===== src/rtl/servant_wb_arbiter.sv =====
// Two-initiator to one-target Wishbone arbiter with registered round-robin/fixed-priority grant.
// Optional grant watchdog enabled by defining SERVANT_WB_ARB_TIMEOUT_EN.
module servant_wb_arbiter #(
    parameter int unsigned RR      = 1,
    parameter int unsigned TIMEOUT = 255
) (
    input  logic        i_clk,
    input  logic        i_rst_n,
    input  logic [31:0] i_wb_m0_adr,
    input  logic [31:0] i_wb_m0_dat,
    input  logic [3:0]  i_wb_m0_sel,
    input  logic        i_wb_m0_we,
    input  logic        i_wb_m0_cyc,
    output logic [31:0] o_wb_m0_rdt,
    output logic        o_wb_m0_ack,
    input  logic [31:0] i_wb_m1_adr,
    input  logic [31:0] i_wb_m1_dat,
    input  logic [3:0]  i_wb_m1_sel,
    input  logic        i_wb_m1_we,
    input  logic        i_wb_m1_cyc,
    output logic [31:0] o_wb_m1_rdt,
    output logic        o_wb_m1_ack,
    output logic [31:0] o_wb_s_adr,
    output logic [31:0] o_wb_s_dat,
    output logic [3:0]  o_wb_s_sel,
    output logic        o_wb_s_we,
    output logic        o_wb_s_cyc,
    input  logic [31:0] i_wb_s_rdt,
    input  logic        i_wb_s_ack
);

    typedef enum logic [1:0] {
        IDLE = 2'd0,
        GNT0 = 2'd1,
        GNT1 = 2'd2
    } state_t;

    state_t state_q, state_d;
    logic   last_q, last_d;
    logic   owner_cyc;
    logic   to_hit;

    always_comb begin
        owner_cyc = 1'b0;
        case (state_q)
            GNT0:    owner_cyc = i_wb_m0_cyc;
            GNT1:    owner_cyc = i_wb_m1_cyc;
            default: owner_cyc = 1'b0;
        endcase
    end

`ifdef SERVANT_WB_ARB_TIMEOUT_EN
    localparam int unsigned CW = $clog2(TIMEOUT + 1);

    logic [CW-1:0] cnt_q, cnt_d;

    // Target ack in the same cycle wins over the watchdog.
    assign to_hit = owner_cyc && !i_wb_s_ack && (cnt_q == CW'(TIMEOUT));

    always_comb begin
        cnt_d = cnt_q;
        if (state_q == IDLE) begin
            cnt_d = '0;
        end else if (!i_wb_s_ack) begin
            cnt_d = cnt_q + 1'b1;
        end
    end

    always_ff @(posedge i_clk or negedge i_rst_n) begin
        if (!i_rst_n) begin
            cnt_q <= '0;
        end else begin
            cnt_q <= cnt_d;
        end
    end
`else
    logic unused_timeout;
    assign unused_timeout = (TIMEOUT != 0);
    assign to_hit         = 1'b0;
`endif

    always_ff @(posedge i_clk or negedge i_rst_n) begin
        if (!i_rst_n) begin
            state_q <= IDLE;
            last_q  <= 1'b1;
        end else begin
            state_q <= state_d;
            last_q  <= last_d;
        end
    end

    always_comb begin
        state_d     = state_q;
        last_d      = last_q;
        o_wb_s_adr  = i_wb_m0_adr;
        o_wb_s_dat  = i_wb_m0_dat;
        o_wb_s_sel  = i_wb_m0_sel;
        o_wb_s_we   = i_wb_m0_we;
        o_wb_s_cyc  = owner_cyc && !to_hit;
        o_wb_m0_ack = 1'b0;
        o_wb_m1_ack = 1'b0;
        o_wb_m0_rdt = to_hit ? 32'hDEADBEEF : i_wb_s_rdt;
        o_wb_m1_rdt = to_hit ? 32'hDEADBEEF : i_wb_s_rdt;

        case (state_q)
            IDLE: begin
                if (i_wb_m0_cyc && i_wb_m1_cyc) begin
                    state_d = ((RR != 0) && !last_q) ? GNT1 : GNT0;
                end else if (i_wb_m0_cyc) begin
                    state_d = GNT0;
                end else if (i_wb_m1_cyc) begin
                    state_d = GNT1;
                end
            end
            GNT0: begin
                o_wb_m0_ack = i_wb_s_ack || to_hit;
                if (i_wb_s_ack || !i_wb_m0_cyc || to_hit) begin
                    state_d = IDLE;
                    last_d  = 1'b0;
                end
            end
            GNT1: begin
                o_wb_s_adr  = i_wb_m1_adr;
                o_wb_s_dat  = i_wb_m1_dat;
                o_wb_s_sel  = i_wb_m1_sel;
                o_wb_s_we   = i_wb_m1_we;
                o_wb_m1_ack = i_wb_s_ack || to_hit;
                if (i_wb_s_ack || !i_wb_m1_cyc || to_hit) begin
                    state_d = IDLE;
                    last_d  = 1'b1;
                end
            end
            default: begin
                state_d = IDLE;
            end
        endcase
    end

endmodule


===== config.mk =====
export PLATFORM = sky130hd
export DESIGN_NAME = servant_wb_arbiter
export DESIGN_NICKNAME = d
export VERILOG_FILES = /design/src/rtl/servant_wb_arbiter.sv
export SDC_FILE = /design/constraint.sdc
export NUM_CORES = 1
export LEC_CHECK = 0
export BUFFER_PORTS_ARGS = -buffer_cell sky130_fd_sc_hd__clkbuf_2
export CORE_AREA = 2 2 120 122
export CTS_BUF_LIST = sky130_fd_sc_hd__clkbuf_4 sky130_fd_sc_hd__clkbuf_8
export DETAILED_ROUTE_END_ITERATION = 10
export DIE_AREA = 0 0 122 124
export PLACE_DENSITY_LB_ADDON = 0.1
export REMOVE_ABC_BUFFERS = 1
export SKIP_LAST_GASP = 1
export SYNTH_ARGS = -nofsm -noshare
export SYNTH_HDL_FRONTEND = slang
export SYNTH_SLANG_ARGS = --single-unit
export TNS_END_PERCENT = 1

===== constraint.sdc =====
create_clock -name i_clk -period 4.7 [get_ports i_clk]
set_clock_uncertainty 0.05 [all_clocks]
set_input_delay 1.41 -clock i_clk [delete_from_list [all_inputs] [get_ports i_clk]]
set_output_delay 1.41 -clock i_clk [all_outputs]
set_load 0.02 [all_outputs]

==> run metrics <==
DR pass1 iterations=4; vias in the first global route=1800; CTS root buf=clkbuf_8; Cells after DPL=489; Die Span Y=around 120 um; Die X=approximately 120 um; final non-filler cell total=493; Critical Path Sink Type=output pin; PostCTS Resize Cnt=0; WHS Endpoint=state_q[1]$_DFFE_PN0P_; DRC Markers=0; clock-pin slew on the worst setup and hold paths=0.03 ns; Ant. Diodes=0; layout cells sized above 1=0.936; buffers added on ports=214; grt ovf=0; Fmax=273 MHz; core footprint=13700 um2; Area Overhead vs Synth=53.3%; Setup TNS=0 ns; CTS tree=yes; Antenna Nets Post-Route=0; Yosys Warn Count=0; Starting DRT DRC Count=27; final worst slack=~1.0 ns; Total Wirelength=8740 um; register area=76.3 um2; Die Footprint=15100 um2; worst-margin pin slew=roughly 0.93 ns; Reg2Reg Depth=3; clk_lat worst skew=0.22 ns; FF-to-FF End=last_q$_DFFE_PN1P_; DR vias=~1800; Syn Std Cell Area=1570 um2; Vias/cell=3.64; nets=493; Setup crit start kind=flop; Max Cap Viol=0; I/O Pins=311; crit path time final=3.67 ns; Mapped Cells=167; CP required=3.24 ns; Fill cells=1588; final design utilization=0.175; Pwr Density=456 nW/um2; register area share after synthesis=0.0486; status=finished clean; flop-to-flop setup slack=~3.0 ns; wire per inst=about 18 um; post-route total power=1.10 mW; cts hold-fix bufs=0; largest net degree at the start of global routing=71; Hold Path Cell Cnt=1; Post-CTS Setup Inserts=0; CP Class=flop to output pin; area of the multi-input gates=975 um2; Setup Viol. Count Final=0; Row Count=43; Worst Path Arrival=2.21 ns; syn_area_per_cell=roughly 9.4 um2; gr usage total=0.102; first-pass GRT wire length=11200 um; Leakage Power=1.31 nW; Worst Hold Class=flop to flop; Worst setup startpoint=state_q[0]$_DFFE_PN0P_; # clock sinks=3; dpl hpwl=7880 um; initial core utilization=0.114; gp weighted congestion=0.775; H-tree levels=1; worst hold start=state_q[1]$_DFFE_PN0P_; CTS max path bufs=2; Slew headroom=0.381; Yosys reg bits=3; synth unique cells=20; initial antenna violation count=0; Final period util=0.780; CTS buffer count=3; worst r2r src=state_q[0]$_DFFE_PN0P_; Max Slew Vio Count=0; Max FO, Critical Path=70; RSZ-0062 raised after global routing=false; maximum vdd drop=between 0.15 and 0.2 mV; worst slack at placement=about 1.1 ns; final hold violation count=0
[cell families after synthesis]
group,count (synthesis),synth area share
mux,70,0.504
fa+ha+maj,4,0.0319
buf+inv,75,0.339
simple gates,7,0.0279
compound gates,8,0.0486
flops,3,0.0486
[critical path, stage by stage (launching register included)]
cell      delay [ns]
dfrtp_1         0.40
inv_1           0.17
ha_4            0.79
mux2_2          0.44
clkbuf_2        0.17
[state kept, by name, summed over array words and instances, names as in the netlist]
name     cells
last_q       1
state_q      2
[cells in the final DEF (no fill, tap or decap), drive strengths merged]
| cell | count |
|---|---|
| nand2 | 1 |
| a22o | 1 |
| or2 | 1 |
| o2111ai | 1 |
| and2 | 2 |
| and2b | 1 |
| clkbuf | 218 |
| a22oi | 1 |
| inv | 3 |
| nand2b | 2 |
| ha | 4 |
| a21oi | 2 |
| o221ai | 1 |
| o22ai | 2 |
| dfstp | 1 |
| dfrtp | 2 |
| mux2 | 70 |
[worst max-delay path by stage]
stage | endpoint | slack, ns
after CTS | o_wb_s_dat[4] | 0.98
final | o_wb_s_dat[23] | 1.03
after detailed placement | o_wb_s_cyc | 1.05
after global placement | o_wb_s_cyc | 1.06
after global routing | o_wb_s_adr[7] | 0.86
after floorplan | o_wb_s_adr[0] | 0.56
[routing by layer]
metal	routed length, um	GRT usage	up-vias
li1	-	-	806
met1	3040	0.110	807
met2	3800	0.150	176
met3	1830	0.0939	4
met4	8	0.00862	2
met5	72	0.0417	-
[per-stage QoR]
stage | area [um2] | hold slack, ns
detailed placement | 2360 | 0.565
global placement | 2360 | 0.574
global route | 2410 | 0.595
CTS | 2410 | 0.580
finish | 2410 | 0.579
floorplan | 1050 | 0.466
[area by class of cell]
cell class / count / share of cell area
clock buffers: 4 / 0.0203
multi-input cells: 89 / 0.405
flip-flops and latches: 3 / 0.0317
inverters: 3 / 0.00468
repair buffers: 214 / 0.445
well taps: 180 / 0.0936
[synthesized netlist by cell type]
cell type / n / area (um2)
nand2_1: 1 / 3.75
o221ai_1: 1 / 8.76
dfrtp_1: 2 / 50.1
buf_4: 64 / 480
inv_1: 3 / 11.3
and2_1: 2 / 12.5
and2b_2: 1 / 8.76
o22ai_2: 1 / 12.5
mux2_4: 1 / 15.0
buf_2: 8 / 40.0
o22ai_1: 1 / 6.26
dfstp_2: 1 / 26.3
a21oi_1: 2 / 10.0
o2111ai_1: 1 / 8.76
ha_1: 4 / 50.1
mux2_2: 69 / 777
a22oi_4: 1 / 21.3
nand2b_1: 2 / 12.5
a22o_1: 1 / 8.76
or2_1: 1 / 6.26
[report_power, final]
group / leakage [nW] / total [mW] / switching [mW] / internal, mW
Combinational: 1.25 / 0.962 / 0.538 / 0.425
Sequential: 0.0361 / 0.0529 / 0.0133 / 0.0396
Clock: 0.0262 / 0.0824 / 0.0186 / 0.0637
Total: 1.31 / 1.10 / 0.570 / 0.528
(Power assumes the default switching activity.)
